--- config.mk ---
export PLATFORM = sky130hd
export DESIGN_NAME = lsu_rmw_ctrl
export DESIGN_NICKNAME = d
export VERILOG_FILES = /design/src/rtl/lsu_rmw_ctrl_pkg.sv /design/src/rtl/lsu_rmw_ctrl_rmw_merge.sv /design/src/rtl/lsu_rmw_ctrl.sv
export SDC_FILE = /design/constraint.sdc
export NUM_CORES = 1
export LEC_CHECK = 0
export ABC_AREA = 1
export ABC_CLOCK_PERIOD_IN_PS = 2120
export BUFFER_PORTS_ARGS = -buffer_cell sky130_fd_sc_hd__buf_2
export CORE_ASPECT_RATIO = 1.25
export CORE_MARGIN = 2
export CORE_UTILIZATION = 30
export DETAILED_ROUTE_END_ITERATION = 12
export PLACE_DENSITY_LB_ADDON = 0.15
export SLEW_MARGIN = 20
export SYNTH_ARGS = -nofsm -noshare
export SYNTH_HDL_FRONTEND = slang
export SYNTH_SLANG_ARGS = --single-unit
--- constraint.sdc ---
create_clock -name s_clk_i -period 2.12 [get_ports s_clk_i]
set_input_delay 0.318 -clock s_clk_i [delete_from_list [all_inputs] [get_ports s_clk_i]]
set_output_delay 0.318 -clock s_clk_i [all_outputs]
set_load 0.01 [all_outputs]
--- src/rtl/lsu_rmw_ctrl_pkg.sv ---
// rtl/lsu_rmw_ctrl_pkg.sv - shared types and helpers for the LSU read-merge-write sequencer
package lsu_rmw_ctrl_pkg;

    typedef enum logic [2:0] {
        LSU_RMW_IDLE    = 3'd0,
        LSU_RMW_RD_REQ  = 3'd1,
        LSU_RMW_RD_WAIT = 3'd2,
        LSU_RMW_WR_REQ  = 3'd3,
        LSU_RMW_WR_WAIT = 3'd4,
        LSU_RMW_RESP    = 3'd5
    } lsu_rmw_state;

    typedef enum logic [1:0] {
        LSU_SIZE_B = 2'd0,
        LSU_SIZE_H = 2'd1,
        LSU_SIZE_W = 2'd2
    } lsu_size;

    localparam logic [1:0] LSU_SIZE_ILLEGAL = 2'd3;

    // True when the low address bits do not match the natural alignment of the access size.
    function automatic logic lsu_misaligned(input logic [1:0] size, input logic [1:0] addr_lo);
        logic mis;
        mis = 1'b0;
        if (size == LSU_SIZE_H) begin
            mis = addr_lo[0];
        end else if (size == LSU_SIZE_W) begin
            mis = (addr_lo != 2'b00);
        end
        return mis;
    endfunction

endpackage

--- src/rtl/lsu_rmw_ctrl_rmw_merge.sv ---
// rtl/lsu_rmw_ctrl_rmw_merge.sv - byte-lane merge of store data into a read memory word
module rmw_merge
    import lsu_rmw_ctrl_pkg::*;
(
    input  logic [31:0] rdata,
    input  logic [31:0] wdata,
    input  logic [1:0]  addr,
    input  logic [1:0]  size,
    output logic [31:0] merged
);

    // Start from the read word and overwrite only the lanes the store targets.
    always_comb begin
        merged = rdata;
        if (size == LSU_SIZE_B) begin
            merged[{addr, 3'b000} +: 8] = wdata[7:0];
        end else if (size == LSU_SIZE_H) begin
            merged[{addr[1], 4'b0000} +: 16] = wdata[15:0];
        end else if (size == LSU_SIZE_W) begin
            merged = wdata;
        end
    end

endmodule

--- src/rtl/lsu_rmw_ctrl.sv ---
// rtl/lsu_rmw_ctrl.sv - sequences LSU accesses, turning sub-word stores into locked read-merge-write pairs
module lsu_rmw_ctrl
    import lsu_rmw_ctrl_pkg::*;
#(
    parameter bit LOCK_RMW     = 1'b1,
    parameter bit MISALIGN_ERR = 1'b1
) (
    input  logic        s_clk_i,
    input  logic        s_resetn_i,
    input  logic        s_req_i,
    input  logic        s_we_i,
    input  logic [31:0] s_addr_i,
    input  logic [1:0]  s_size_i,
    input  logic [31:0] s_wdata_i,
    output logic        s_rdy_o,
    output logic        s_rvalid_o,
    output logic [31:0] s_rdata_o,
    output logic        s_err_o,
    output logic        m_req_o,
    output logic        m_we_o,
    output logic [31:0] m_addr_o,
    output logic [31:0] m_wdata_o,
    output logic        m_lock_o,
    input  logic        m_gnt_i,
    input  logic        m_rvalid_i,
    input  logic [31:0] m_rdata_i,
    input  logic        m_err_i
);

    lsu_rmw_state state_q, state_d;
    logic [31:0]  addr_q;
    logic [1:0]   size_q;
    logic         rmw_q;
    logic [31:0]  mwdata_q;
    logic [31:0]  rdata_q;
    logic         err_q;
    logic [31:0]  merged;
    logic         bad_req;
    logic         in_flight;

    // Requests that must never reach memory: illegal size, or misaligned when that is an error.
    assign bad_req = (s_size_i == LSU_SIZE_ILLEGAL) ||
                     (MISALIGN_ERR && lsu_misaligned(s_size_i, s_addr_i[1:0]));

    // mwdata_q holds the raw store data until the read returns, then the merged word.
    rmw_merge u_merge (
        .rdata  (m_rdata_i),
        .wdata  (mwdata_q),
        .addr   (addr_q[1:0]),
        .size   (size_q),
        .merged (merged)
    );

    // State register.
    always_ff @(posedge s_clk_i or negedge s_resetn_i) begin
        if (!s_resetn_i) begin
            state_q <= LSU_RMW_IDLE;
        end else begin
            state_q <= state_d;
        end
    end

    // Next-state logic; a failed RMW read skips the write entirely.
    always_comb begin
        state_d = state_q;
        case (state_q)
            LSU_RMW_IDLE: begin
                if (s_req_i) begin
                    if (bad_req) begin
                        state_d = LSU_RMW_RESP;
                    end else if (s_we_i && (s_size_i == LSU_SIZE_W)) begin
                        state_d = LSU_RMW_WR_REQ;
                    end else begin
                        state_d = LSU_RMW_RD_REQ;
                    end
                end
            end
            LSU_RMW_RD_REQ:  if (m_gnt_i) state_d = LSU_RMW_RD_WAIT;
            LSU_RMW_RD_WAIT: if (m_rvalid_i) state_d = (rmw_q && !m_err_i) ? LSU_RMW_WR_REQ : LSU_RMW_RESP;
            LSU_RMW_WR_REQ:  if (m_gnt_i) state_d = LSU_RMW_WR_WAIT;
            LSU_RMW_WR_WAIT: if (m_rvalid_i) state_d = LSU_RMW_RESP;
            LSU_RMW_RESP:    state_d = LSU_RMW_IDLE;
            default:         state_d = LSU_RMW_IDLE;
        endcase
    end

    // Request capture, load data / merge capture and response status.
    always_ff @(posedge s_clk_i or negedge s_resetn_i) begin
        if (!s_resetn_i) begin
            addr_q   <= '0;
            size_q   <= '0;
            rmw_q    <= 1'b0;
            mwdata_q <= '0;
            rdata_q  <= '0;
            err_q    <= 1'b0;
        end else begin
            case (state_q)
                LSU_RMW_IDLE: begin
                    if (s_req_i) begin
                        addr_q   <= s_addr_i;
                        size_q   <= s_size_i;
                        rmw_q    <= s_we_i && ((s_size_i == LSU_SIZE_B) || (s_size_i == LSU_SIZE_H));
                        mwdata_q <= s_we_i ? s_wdata_i : 32'h0;
                        rdata_q  <= '0;
                        err_q    <= bad_req;
                    end
                end
                LSU_RMW_RD_WAIT: begin
                    if (m_rvalid_i) begin
                        if (!rmw_q) begin
                            rdata_q <= m_rdata_i;
                            err_q   <= m_err_i;
                        end else if (m_err_i) begin
                            err_q <= 1'b1;
                        end else begin
                            mwdata_q <= merged;
                        end
                    end
                end
                LSU_RMW_WR_WAIT: begin
                    if (m_rvalid_i) begin
                        err_q <= m_err_i;
                    end
                end
                default: begin
                end
            endcase
        end
    end

    assign in_flight  = (state_q == LSU_RMW_RD_REQ) || (state_q == LSU_RMW_RD_WAIT) ||
                        (state_q == LSU_RMW_WR_REQ) || (state_q == LSU_RMW_WR_WAIT);

    assign s_rdy_o    = (state_q == LSU_RMW_IDLE);
    assign s_rvalid_o = (state_q == LSU_RMW_RESP);
    assign s_rdata_o  = rdata_q;
    assign s_err_o    = err_q;
    assign m_req_o    = (state_q == LSU_RMW_RD_REQ) || (state_q == LSU_RMW_WR_REQ);
    assign m_we_o     = (state_q == LSU_RMW_WR_REQ);
    assign m_addr_o   = {addr_q[31:2], 2'b00};
    assign m_wdata_o  = mwdata_q;
    assign m_lock_o   = LOCK_RMW && rmw_q && in_flight;

endmodule
==> summary.md <==
| Metric | Value |
|---|---|
| Run status | `finished, final reports clean` |
| Critical path class | `reg2out` |
| Final total negative setup slack | `0 ns` |
| Cell type with the highest aggregate area in the netlist | `sky130_fd_sc_hd__dfrtp_1` |
| Die area | `20900 µm²` |
| Fraction of layout cells with a size suffix above 1 | `26.4%` |
| Final Slew Violations | `0` |
| Endpoint, Worst Hold | `addr_q[12]` |
| Number of sinks handled by clock tree synthesis | `103` |
| Min cycle time layout | `1.93 ns` |
| Worst-case clock skew | `0.00847 ns` |
| Number of enable-type register cells in the synthesized netlist | `0` |
| RSZ-0062 raised after global routing | `no` |
| Synthesized flop and latch total | `103` |
| Initial core utilization | `30.6%` |
| Beginning of the critical path | `state_q[0]` |
| Final non-filler cell total | `1285` |
| Hold Crit Depth | `3` |
| Most instantiated cells after synthesis | `sky130_fd_sc_hd__nand2_1 (389), sky130_fd_sc_hd__dfrtp_1 (103), sky130_fd_sc_hd__inv_1 (55)` |
| Total Power Consumption | `10.2 mW` |
| Post-CTS setup buffers | `0` |
| Worst-case reg-to-reg path depth | `9` |
| Via-to-Cell Ratio | `4.46` |
| First-pass iteration count of the detailed router | `5` |
| RD Place Congestion | `0.989` |
| Worst Max-Slew Pin Slew | `0.587 ns` |
| Buffer depth of the longest clock path | `2` |
| Critical register-to-register path endpoint | `m_wdata_o[9]` |
| Insertion delay of the later-clocked pin in the worst-skew pair | `0.36 ns` |
| Number of rows created at floorplan | `57` |
| Share of the cycle needed by the critical path after routing | `91.0%` |
| Yosys top cell area share | `43.5%` |
| Worst slew margin relative to its limit | `60.9%` |
| CTS tree | `built` |
| Setup slack, reg-to-reg | `0.25 ns` |
| Number of DRC markers after the initial detailed-route iteration | `429` |
| Launching point of the worst reg2reg path | `size_q[1]` |
| Data required time of the worst path | `1.80 ns` |
| Final routed DRC violation total | `0` |
| Number of distinct library cell variants in the gate-level netlist after synthesis | `32` |
| Achievable frequency | `518 MHz` |
| Synth-to-layout area growth | `24.4%` |
| Number of warning messages in the yosys log | `0` |
| Post-detailed-route count of antenna-violating nets | `0` |
| DPL Wire Length | `15100 µm` |
| Asr flop ratio synth | `100%` |
| Final-report hold violation count | `0` |
| Cell area after synthesis | `5930 µm²` |
| Number of buffers created by CTS | `9` |
| Vias in the first global route | `5369` |
| Area contributors post-synth | `sky130_fd_sc_hd__dfrtp_1 (43%), sky130_fd_sc_hd__nand2_1 (25%), sky130_fd_sc_hd__buf_4 (4.4%)` |
| Data arrival, critical path | `1.61 ns` |
| Placed cell count | `1267` |
| Peak VDD IR | `0.457 mV` |
| Setup Viol. Count Final | `0` |
| Average detailed-routed wire length per instance | `15.1 µm` |
| Overall Global Routing Usage | `18.5%` |
| Number of I/O port buffers | `204` |
| Synth Instances | `844` |
| Total power divided by cell area | `1380 nW/µm²` |
| Post_cts resized | `0` |
| Max Cap Viol | `0` |
| Area inside the core boundary | `19400 µm²` |
| Seq/Total Area, Yosys | `43.5%` |
| Peak fanout along the critical path | `5` |
| Worst min-delay path class | `in2reg` |
| H-tree level count | `3` |
| Average instance area after synthesis | `7.03 µm²` |
| Initial antenna violation count | `1` |
| Start point of the worst hold path | `s_addr_i[12]` |
| Static Leak | `4.07 nW` |
| Post-layout net count | `1124` |
| Ys flop type | `sky130_fd_sc_hd__dfrtp_1` |
| Type of element launching the critical path | `flip-flop` |
| Total detailed-routing wirelength | `19400 µm` |
| Gr ovfl total | `0` |
| Detailed-route via count | `5731` |
| Wire length of the first global-routing pass | `29700 µm` |
| Critical path endpoint category | `output pin` |
| Cell with the most instances after synthesis | `sky130_fd_sc_hd__nand2_1` |
| Count of boundary I/O pins | `207` |
| Height of the die | `161 µm` |
| Pin count of the biggest net entering global routing | `65` |
| Clock slew at the register clock pins of the worst setup and hold paths | `0.08 ns` |
| Width of the die | `130 µm` |
| Cell at the root of the clock tree | `sky130_fd_sc_hd__clkbuf_16` |
logic make-up (layout without fill, tap and decap cells):
family	count (synthesis)	count (layout)	share of synthesized area [%]
adder cells (fa/ha/maj)	5	5	1.06
AO/OA/AOI/OAI	97	97	8.86
other	1	3	0.0632
flip-flops	103	103	43.5
buffers and inverters	127	301	11.1
AND/OR/NAND/NOR	511	511	35.5
what timing repair did:
action,4_1_cts,5_1_grt
hold endpoints to repair,31,0
hold buffers,1,0
endpoints found under the setup margin,0,0
where the power goes:
part	switching, mW	internal (mW)
sequential	0.493	2.78
combinational	3.31	1.72
clock	0.815	1.05
worst max-delay path by stage:
stage	endpoint	slack, ns
CTS	m_lock_o	0.17
detailed placement	m_wdata_o[0]	0.27
global route	m_lock_o	0.06
floorplan	m_wdata_o[20]	0.12
global placement	m_wdata_o[0]	0.29
finish	m_lock_o	0.19
through the flow:
step	hold slack, ns	instance area (µm²)	util [%]	setup WS [ns]
final	0.146	7380	38.0	0.191
after detailed placement	0.307	7040	36.3	0.267
after floorplan	0.0224	5930	-	0.125
after global placement	0.314	7040	36.3	0.288
after CTS	0.134	7370	38.0	0.168
after global routing	0.152	7380	38.0	0.0592
critical path, stage by stage, from the launching register on:
cell and delay [ns]:
sky130_fd_sc_hd__dfrtp_1 0.44, sky130_fd_sc_hd__inv_1 0.13, sky130_fd_sc_hd__nand2_2 0.11, sky130_fd_sc_hd__nor2_1 0.34
sky130_fd_sc_hd__nor2_1 0.08, sky130_fd_sc_hd__buf_2 0.15
layout by cell type, fill, tap and decap left out:
master	instances
sky130_fd_sc_hd__a21oi_1	26
sky130_fd_sc_hd__a31oi_1	1
sky130_fd_sc_hd__buf_12	1
sky130_fd_sc_hd__buf_2	203
sky130_fd_sc_hd__buf_4	22
sky130_fd_sc_hd__bufinv_16	2
sky130_fd_sc_hd__clkbuf_16	9
sky130_fd_sc_hd__clkinvlp_4	2
sky130_fd_sc_hd__conb_1	2
sky130_fd_sc_hd__dfrtp_1	103
sky130_fd_sc_hd__diode_2	1
sky130_fd_sc_hd__dlygate4sd3_1	1
sky130_fd_sc_hd__ha_1	5
sky130_fd_sc_hd__inv_1	55
sky130_fd_sc_hd__inv_2	2
sky130_fd_sc_hd__inv_4	1
sky130_fd_sc_hd__inv_6	2
sky130_fd_sc_hd__inv_8	1
sky130_fd_sc_hd__nand2_1	389
sky130_fd_sc_hd__nand2_2	6
sky130_fd_sc_hd__nand2_4	2
sky130_fd_sc_hd__nand3_1	50
sky130_fd_sc_hd__nand3_2	3
sky130_fd_sc_hd__nand4_1	8
sky130_fd_sc_hd__nor2_1	46
sky130_fd_sc_hd__nor2_2	1
sky130_fd_sc_hd__nor2_4	2
sky130_fd_sc_hd__nor2_8	2
sky130_fd_sc_hd__nor3_1	2
sky130_fd_sc_hd__o211ai_1	2
sky130_fd_sc_hd__o21a_1	1
sky130_fd_sc_hd__o21ai_0	49
sky130_fd_sc_hd__o21ai_1	9
sky130_fd_sc_hd__o21ai_2	7
sky130_fd_sc_hd__o21ai_4	1
sky130_fd_sc_hd__o22ai_1	1
flip-flops by register name, indices dropped and copies added, names as in the netlist:
signal,flops
m_wdata_o,32
state_q,3
size_q,2
s_err_o,1
addr_q,32
rmw_q,1
s_rdata_o,32
routing by layer:
metal  GRT usage, %  routed length [µm]  vias up
met1           23.9                8370     2575
li1               -                   -     2947
met4           5.82                 339        0
met2           31.5                9660      182
met5              0                   0        -
met3           3.05                1070       27
layout make-up:
class / instances / area, µm²
fill: 2186 / 12000
multi-input combinational: 615 / 2710
sequential: 103 / 2580
timing repair buffer: 227 / 1210
tap: 265 / 332
clock buffer: 9 / 225
inverter: 58 / 220
clock inverter: 7 / 104
antenna: 1 / 2.50
No activity file was read; power rests on OpenSTA's default activity.
